[config.mk]
export PLATFORM = sky130hd
export DESIGN_NAME = bcd_timer
export DESIGN_NICKNAME = d
export VERILOG_FILES = /design/src/rtl/timer_pkg.sv /design/src/rtl/bcd_digit.sv /design/src/rtl/bcd_timer.sv
export SDC_FILE = /design/constraint.sdc
export NUM_CORES = 1
export LEC_CHECK = 0
export CAP_MARGIN = 20
export CELL_PAD_IN_SITES_DETAIL_PLACEMENT = 0
export CELL_PAD_IN_SITES_GLOBAL_PLACEMENT = 1
export CORE_ASPECT_RATIO = 1.1
export CORE_UTILIZATION = 34
export DETAILED_ROUTE_END_ITERATION = 8
export PLACE_DENSITY_LB_ADDON = 0.05
export SETUP_SLACK_MARGIN = 0.3
export SYNTH_ARGS = -nofsm -noshare
export SYNTH_HDL_FRONTEND = slang
export SYNTH_SLANG_ARGS = --single-unit
[constraint.sdc]
create_clock -name clk -period 3.8 [get_ports clk]
set_input_delay 0.76 -clock clk [delete_from_list [all_inputs] [get_ports clk]]
set_output_delay 0.76 -clock clk [all_outputs]
set_load 0.02 [all_outputs]
[src/rtl/timer_pkg.sv]
// rtl/timer_pkg.sv - shared types and digit helpers for the BCD down-counting timer
package timer_pkg;

    typedef enum logic [1:0] {
        IDLE   = 2'd0,
        RUN    = 2'd1,
        PAUSED = 2'd2
    } state_e;

    localparam int BCD_W = 4;

    // Odd-index digits are the tens of seconds/minutes in mm:ss
    function automatic int digit_mod(input int i, input int time_mode);
        return ((time_mode != 0) && (i % 2 == 1)) ? 6 : 10;
    endfunction

    function automatic logic [BCD_W-1:0] clamp_digit(input logic [BCD_W-1:0] value,
                                                     input int mod);
        logic [BCD_W-1:0] max_v;
        max_v = BCD_W'(mod - 1);
        return (value > max_v) ? max_v : value;
    endfunction

endpackage

[src/rtl/bcd_digit.sv]
// rtl/bcd_digit.sv - one BCD digit: clear, clamped load and decrement with wrap to MOD-1
module bcd_digit
    import timer_pkg::*;
#(
    parameter int MOD = 10
) (
    input  logic             clk,
    input  logic             rst,
    input  logic             clr,
    input  logic             ld,
    input  logic [BCD_W-1:0] ld_val,
    input  logic             dec,
    output logic [BCD_W-1:0] val,
    output logic             is_zero
);

    localparam logic [BCD_W-1:0] MAX_V = BCD_W'(MOD - 1);

    logic [BCD_W-1:0] val_q;
    logic [BCD_W-1:0] val_d;

    always_comb begin
        val_d = val_q;
        if (clr) begin
            val_d = '0;
        end else if (ld) begin
            val_d = clamp_digit(ld_val, MOD);
        end else if (dec) begin
            val_d = (val_q == '0) ? MAX_V : val_q - 1'b1;
        end
    end

    always_ff @(posedge clk) begin
        if (rst) begin
            val_q <= '0;
        end else begin
            val_q <= val_d;
        end
    end

    assign val     = val_q;
    assign is_zero = (val_q == '0);

endmodule

[src/rtl/bcd_timer.sv]
// rtl/bcd_timer.sv - multi-digit BCD down timer with run/pause FSM and saturating expiry
module bcd_timer
    import timer_pkg::*;
#(
    parameter int DIGITS    = 4,
    parameter int TIME_MODE = 1
) (
    input  logic                    clk,
    input  logic                    rst,
    input  logic                    tick,
    input  logic                    load,
    input  logic [BCD_W*DIGITS-1:0] data,
    input  logic                    start,
    input  logic                    stop,
    input  logic                    clear,
    output logic [BCD_W*DIGITS-1:0] count,
    output logic                    zero,
    output logic                    running,
    output logic                    done
);

    state_e state_q;
    state_e state_d;
    logic   done_q;
    logic   done_d;

    logic [DIGITS-1:0] digit_zero;
    logic [DIGITS-1:0] lower_zero;
    logic              count_nz;
    logic              ld_en;
    logic              do_tick;
    logic              expire;

    assign count_nz = |count;
    assign ld_en    = load & ~clear & (state_q != RUN);
    // stop and clear both steal the tick; a zero count never decrements
    assign do_tick  = tick & (state_q == RUN) & ~stop & ~clear & count_nz;
    assign expire   = do_tick & (count == (BCD_W*DIGITS)'(1));

    always_comb begin
        lower_zero[0] = 1'b1;
        for (int i = 1; i < DIGITS; i++) begin
            lower_zero[i] = lower_zero[i-1] & digit_zero[i-1];
        end
    end

    for (genvar g = 0; g < DIGITS; g++) begin : g_digit
        bcd_digit #(
            .MOD(digit_mod(g, TIME_MODE))
        ) u_digit (
            .clk    (clk),
            .rst    (rst),
            .clr    (clear),
            .ld     (ld_en),
            .ld_val (data[BCD_W*g +: BCD_W]),
            .dec    (do_tick & lower_zero[g]),
            .val    (count[BCD_W*g +: BCD_W]),
            .is_zero(digit_zero[g])
        );
    end

    always_comb begin
        state_d = state_q;
        done_d  = 1'b0;
        if (clear) begin
            state_d = IDLE;
        end else if (ld_en) begin
            state_d = state_q;
        end else if (stop) begin
            if (state_q == RUN) begin
                state_d = PAUSED;
            end
        end else if (start && (state_q != RUN)) begin
            if (count_nz) begin
                state_d = RUN;
            end
        end else if (expire) begin
            state_d = IDLE;
            done_d  = 1'b1;
        end
    end

    always_ff @(posedge clk) begin
        if (rst) begin
            state_q <= IDLE;
            done_q  <= 1'b0;
        end else begin
            state_q <= state_d;
            done_q  <= done_d;
        end
    end

    assign zero    = ~count_nz;
    assign running = (state_q == RUN);
    assign done    = done_q;

endmodule

======== Word level (Yosys, flattened, before mapping) ========
Cells that the tools add are included.
storage, ports and cells
  word-level logic and storage cells ...... 71
  input port bits ......................... 23
  output and inout port bits .............. 19
  register bits ........................... 19
operators by class
  bitwise logic cells ..................... 16
  order comparisons ....................... 4
  reduce and logical (&&, ||, !) cells .... 14
  add/sub/neg operators ................... 4
  mux-type cells .......................... 22
  equality and inequality tests ........... 5
operators with widths
  operator                                                                 number
  4-bit 2-to-1 mux                                                         16
  16-bit by 1-bit equality test with 1-bit output (second input constant)  1
  4-bit logical NOT                                                        4
  16-bit OR reduction                                                      1
  4-bit by 1-bit subtractor with 4-bit output (second input constant)      4
  1-bit bitwise AND                                                        12
  2-bit 2-to-1 mux                                                         5
  4-bit by 3-bit > comparator with 1-bit output (second input constant)    2
  4-bit > comparator (second input constant)                               2
  2-bit nonzero test                                                       4
  5-bit OR reduction                                                       1
  2-bit by 1-bit != test with 1-bit output (second input constant)         2
  1-bit inverter                                                           4
  4-bit AND reduction                                                      1
  3-bit != test (second input constant)                                    1
  3-bit nonzero test                                                       1
  2-bit by 1-bit equality test with 1-bit output (second input constant)   1
  2-bit OR reduction                                                       1
  1-bit logical AND                                                        1
  1-bit 2-to-1 mux                                                         1

======== Longest topological paths before layout ========
  word-level depth ........................ 9
  mapped depth ............................ 8

======== By module ========
A second synthesis with hierarchy kept.
unflattened totals
  cell total of the unflattened synthesis .. 126
  area total of the unflattened synthesis .. 1174.9 um2
by module, submodules not included
  module                               cells an instance  instances  area an instance (um2)  seq. area each (um2)
  bcd_digit at g_digit[0].u_digit ...  26                 2          239.0                   80.1
  bcd_digit at g_digit[1].u_digit ...  22                 2          216.5                   80.1
  bcd_timer                            30                 1          264.0                   60.1

======== Least setup slack after synthesis ========
OpenSTA, ideal clock, no wires.
  kind .................................... in2reg
  start ................................... in stop
  end ..................................... reg g_digit[3].u_digit.val_q[3]
  arrival time ............................ 1.968 ns
  data required time ...................... 3.684 ns
  setup slack ............................. 1.716 ns
  stages on the path ...................... 4
  cells stage by stage .................... nor3b_1 > nand4_2 > or4_1 > and3_2
on the way
  word-level cells in the longest chain between the ends .. 6
ends and longest elaborated chain
  item                             RTL line         RTL
  start, declared                  bcd_timer.sv:14  input logic stop,
  1-bit inverter                   bcd_timer.sv:37  assign do_tick = tick & (state_q == RUN) & ~stop & ~clear & count_nz;
  1-bit bitwise AND (3 in series)  bcd_timer.sv:37
  1-bit bitwise AND                bcd_timer.sv:56  .dec (do_tick & lower_zero[g]),
  2-bit nonzero test (no line)     -
  end signal, assigned             bcd_digit.sv:37  val_q <= val_d;
  end, declared                    bcd_digit.sv:19  logic [BCD_W-1:0] val_q;
No other way between the ends.
A chain may end at the register's enable or synchronous reset.

======== Worst setup path in the final report ========
  start ................................... reg g_digit[3].u_digit.val_q[0]
  end ..................................... out zero
on the way
  word-level cells in the longest chain between the ends .. 2
ends and longest elaborated chain
  item                 RTL line         RTL
  16-bit OR reduction  bcd_timer.sv:34  assign count_nz = |count;
  1-bit inverter       bcd_timer.sv:93  assign zero = ~count_nz;
  end, declared        bcd_timer.sv:17  output logic zero,
No other way between the ends.

==> results.json <==
{
  "run_status": "complete, but fails checks",
  "failed_checks": "design-rule violations",
  "p_leak_nw": 0.602,
  "pwr_density_cell_mw_per_mm2": 258,
  "wl_per_cell_um": 17.0,
  "holdPathStages": 2,
  "place_ws_ns": 1.02,
  "diodes": 0,
  "io_buffers": 41,
  "rows": 21,
  "syn_nets": 164,
  "vias_per_cell": 5.89,
  "hp-start": "g_digit[1].u_digit.val[3]$_SDFFE_PP0P_",
  "dp_hpwl_um": 2740,
  "ys_ff_latch": 19,
  "synth_most_common_cell": "dfxtp_1",
  "dieArea_mm2": 0.00361,
  "power_w": 0.000421,
  "tns_ns": 0,
  "start_util": 0.367,
  "slew_viol_final": 0,
  "dieHeight_um": 62.9,
  "rsz0062_at_grt": "false",
  "arrival_ns": 2.22,
  "ir_drop_v": 0.000181,
  "ys_seq_area_frac": 0.332,
  "crit_type": "flip-flop to output port",
  "drc": 4,
  "cts.reportedPaths.clkPinSlew_ns": 0.12,
  "htreeDepth": 1,
  "yosysUniqueCellTypes": 43,
  "synth_edf_count": 0,
  "crit_buf_inv": 2,
  "wl_um": 3700,
  "seqCellArea_um2": 380,
  "final_antenna_net_count": 0,
  "fmax_ghz": 0.336,
  "fin_ws_ns": 0.823,
  "async_flop_share": 0,
  "timing.final.crit_period_ns": 2.98,
  "cp_data_required_time_ns": 3.04,
  "nFillCells": 308,
  "io_pins": 42,
  "clockBufferDepth": 2,
  "ff2ff_path_depth": 6,
  "grt.overflow.total": 0,
  "r2r_start": "state_q[1]$_SDFFE_PP0P_",
  "r2r_end": "g_digit[3].u_digit.val[0]$_SDFFE_PP0P_",
  "synth_cells": 141,
  "yosys_warnings": 0,
  "post_cts_resized": 0,
  "grt_max_degree": 16,
  "synthTopCellsByArea": "dfxtp_1 33%, a311oi_1 4.6%, o21ai_0 4.4%, nor3_1 3.9%, nor4_4 3.7%",
  "grt_pass1_wl_um": 5970,
  "hold_buffers": 0,
  "tritoncts.num_buffers": 3,
  "worstHoldEndpoint": "g_digit[1].u_digit.val[3]$_SDFFE_PP0P_",
  "synth_top_area_frac": 0.332,
  "multiInputGateArea_um2": 721,
  "setup_viol": 0,
  "slowest_delay_ns": 0.60,
  "cp_cell_sequence": "nor4_1, nand4_1, inv_1, clkdlybuf4s50_1",
  "path_depth": 4,
  "crit_fanout": 6,
  "clock-sinks": 19,
  "clk_latency_ns": 0.31,
  "final-hold-violation-count": 0,
  "start_kind": "flip-flop",
  "synthTopCellsByCount": "19 x dfxtp_1, 10 x o21ai_0, 9 x nor2_1, 9 x nor3_1, 8 x nand2_1",
  "drtIter0Drc": 37,
  "endpoint_kind": "output port",
  "yosys.area.top_type": "dfxtp_1",
  "path_delay_family": "simple AND/OR/NAND/NOR gates",
  "cts_root_buf": "clkbuf_4",
  "synth.cell_area_mm2": 0.00115,
  "grtUsageTotal": 0.211,
  "post-route-period-util": 0.783,
  "post_cts_buffers": 0,
  "r2r_slack_ns": 1.74,
  "worst_slew_pin_slew_ns": 0.581,
  "maxCapViolations": 0,
  "place.gp.congestion": 0.809,
  "layout-drive-gt1-share": 0.0924,
  "grt_pass1_vias": 1267,
  "syn_to_final_growth_pct": 42.0,
  "vias": 1285,
  "clock_skew_ns": 0.00188,
  "tritoncts": "done",
  "antenna_found_initial": 0,
  "first_pass_iters": 6,
  "nNetsFinal": 208,
  "avgSynthCellArea_um2": 8.14,
  "synth_flop_cell": "dfxtp_1",
  "hold_class": "flip-flop to flip-flop",
  "core_region_area_mm2": 0.00313,
  "die_w_um": 57.4,
  "max-slew-margin-rel": 0.609,
  "crit_slowest_cell": "clkdlybuf4s50_1"
}
[report_power, final]
part	internal [W]	total [W]	switching, W
clock network	0.0000410	0.000111	0.0000696
logic	0.0000494	0.0000997	0.0000503
registers	0.000203	0.000211	0.00000736
total	0.000294	0.000421	0.000127
[worst reg2reg max path, delay by kind of cell, from the launching register on]
family          cells  cell delay, ns
compound gates      2            0.49
flops               1            0.41
buf+inv             2            0.39
simple gates        2            0.67
[metal layers]
| layer | part of all wire | vias up | global-route usage |
|---|---|---|---|
| li1 | - | 636 | - |
| met3 | 0.043 | 0 | 0.0518 |
| met1 | 0.47 | 609 | 0.260 |
| met2 | 0.49 | 40 | 0.365 |
| met4 | 0 | 0 | 0.0396 |
| met5 | 0 | - | 0 |
[registers in the layout, summed over array words and instances, names as in the netlist]
signal               flops
state_q                  2
g_digit.u_digit.val     16
done                     1
[cell families after synthesis]
group,count (synthesis),share of synthesized area
compound gates,41,0.243
buf+inv,12,0.0403
flops,19,0.332
mux,3,0.0273
simple gates,66,0.358
[cells in the final DEF (no fill, tap or decap), types with 2 or more instances in the layout]
| cell | instances |
|---|---|
| nand2_1 | 8 |
| buf_4 | 3 |
| nor3_1 | 9 |
| nor4_1 | 5 |
| nand2b_1 | 3 |
| or2_2 | 3 |
| dfxtp_1 | 19 |
| nor2b_1 | 4 |
| a2111oi_0 | 2 |
| nand3_1 | 4 |
| a31oi_1 | 3 |
| nand4_1 | 3 |
| o21ai_0 | 10 |
| a21oi_1 | 7 |
| inv_1 | 7 |
| nor4_4 | 2 |
| or4_1 | 2 |
| o21a_1 | 2 |
| clkdlybuf4s50_1 | 41 |
| or3_1 | 2 |
| clkbuf_4 | 3 |
| a311oi_1 | 6 |
| mux2i_1 | 2 |
| o211ai_1 | 2 |
| o31ai_1 | 2 |
| nand3b_1 | 3 |
| nor2_1 | 9 |
[final cells by class]
class                   instances  area share
multi-input cells             110       0.442
repair buffers                 44       0.266
well taps                      34      0.0261
clock buffers                   4      0.0161
inverters                       7      0.0161
flip-flops and latches         19       0.233
[metrics by stage]
step	cells	cell area [um2]	hold WS, ns	util
3_3_place_gp	214	1600	0.509	0.513
6_report	218	1630	0.553	0.521
3_5_place_dp	214	1600	0.530	0.513
5_1_grt	218	1630	0.571	0.521
2_1_floorplan	141	1150	0.484	-
4_1_cts	218	1630	0.554	0.521
[worst max path at each step]
| stage | start | end | slack [ns] |
|---|---|---|---|
| 3_3_place_gp | stop | g_digit[3].u_digit.val[2]$_SDFFE_PP0P_ | 1.05 |
| 2_1_floorplan | stop | g_digit[3].u_digit.val[3]$_SDFFE_PP0P_ | 1.72 |
| 4_1_cts | g_digit[3].u_digit.val[0]$_SDFFE_PP0P_ | zero | 0.82 |
| 6_report | g_digit[3].u_digit.val[0]$_SDFFE_PP0P_ | zero | 0.82 |
| 3_5_place_dp | stop | g_digit[3].u_digit.val[2]$_SDFFE_PP0P_ | 1.02 |
| 5_1_grt | g_digit[3].u_digit.val[0]$_SDFFE_PP0P_ | zero | 0.65 |
Power figures use the tool's default switching activity.
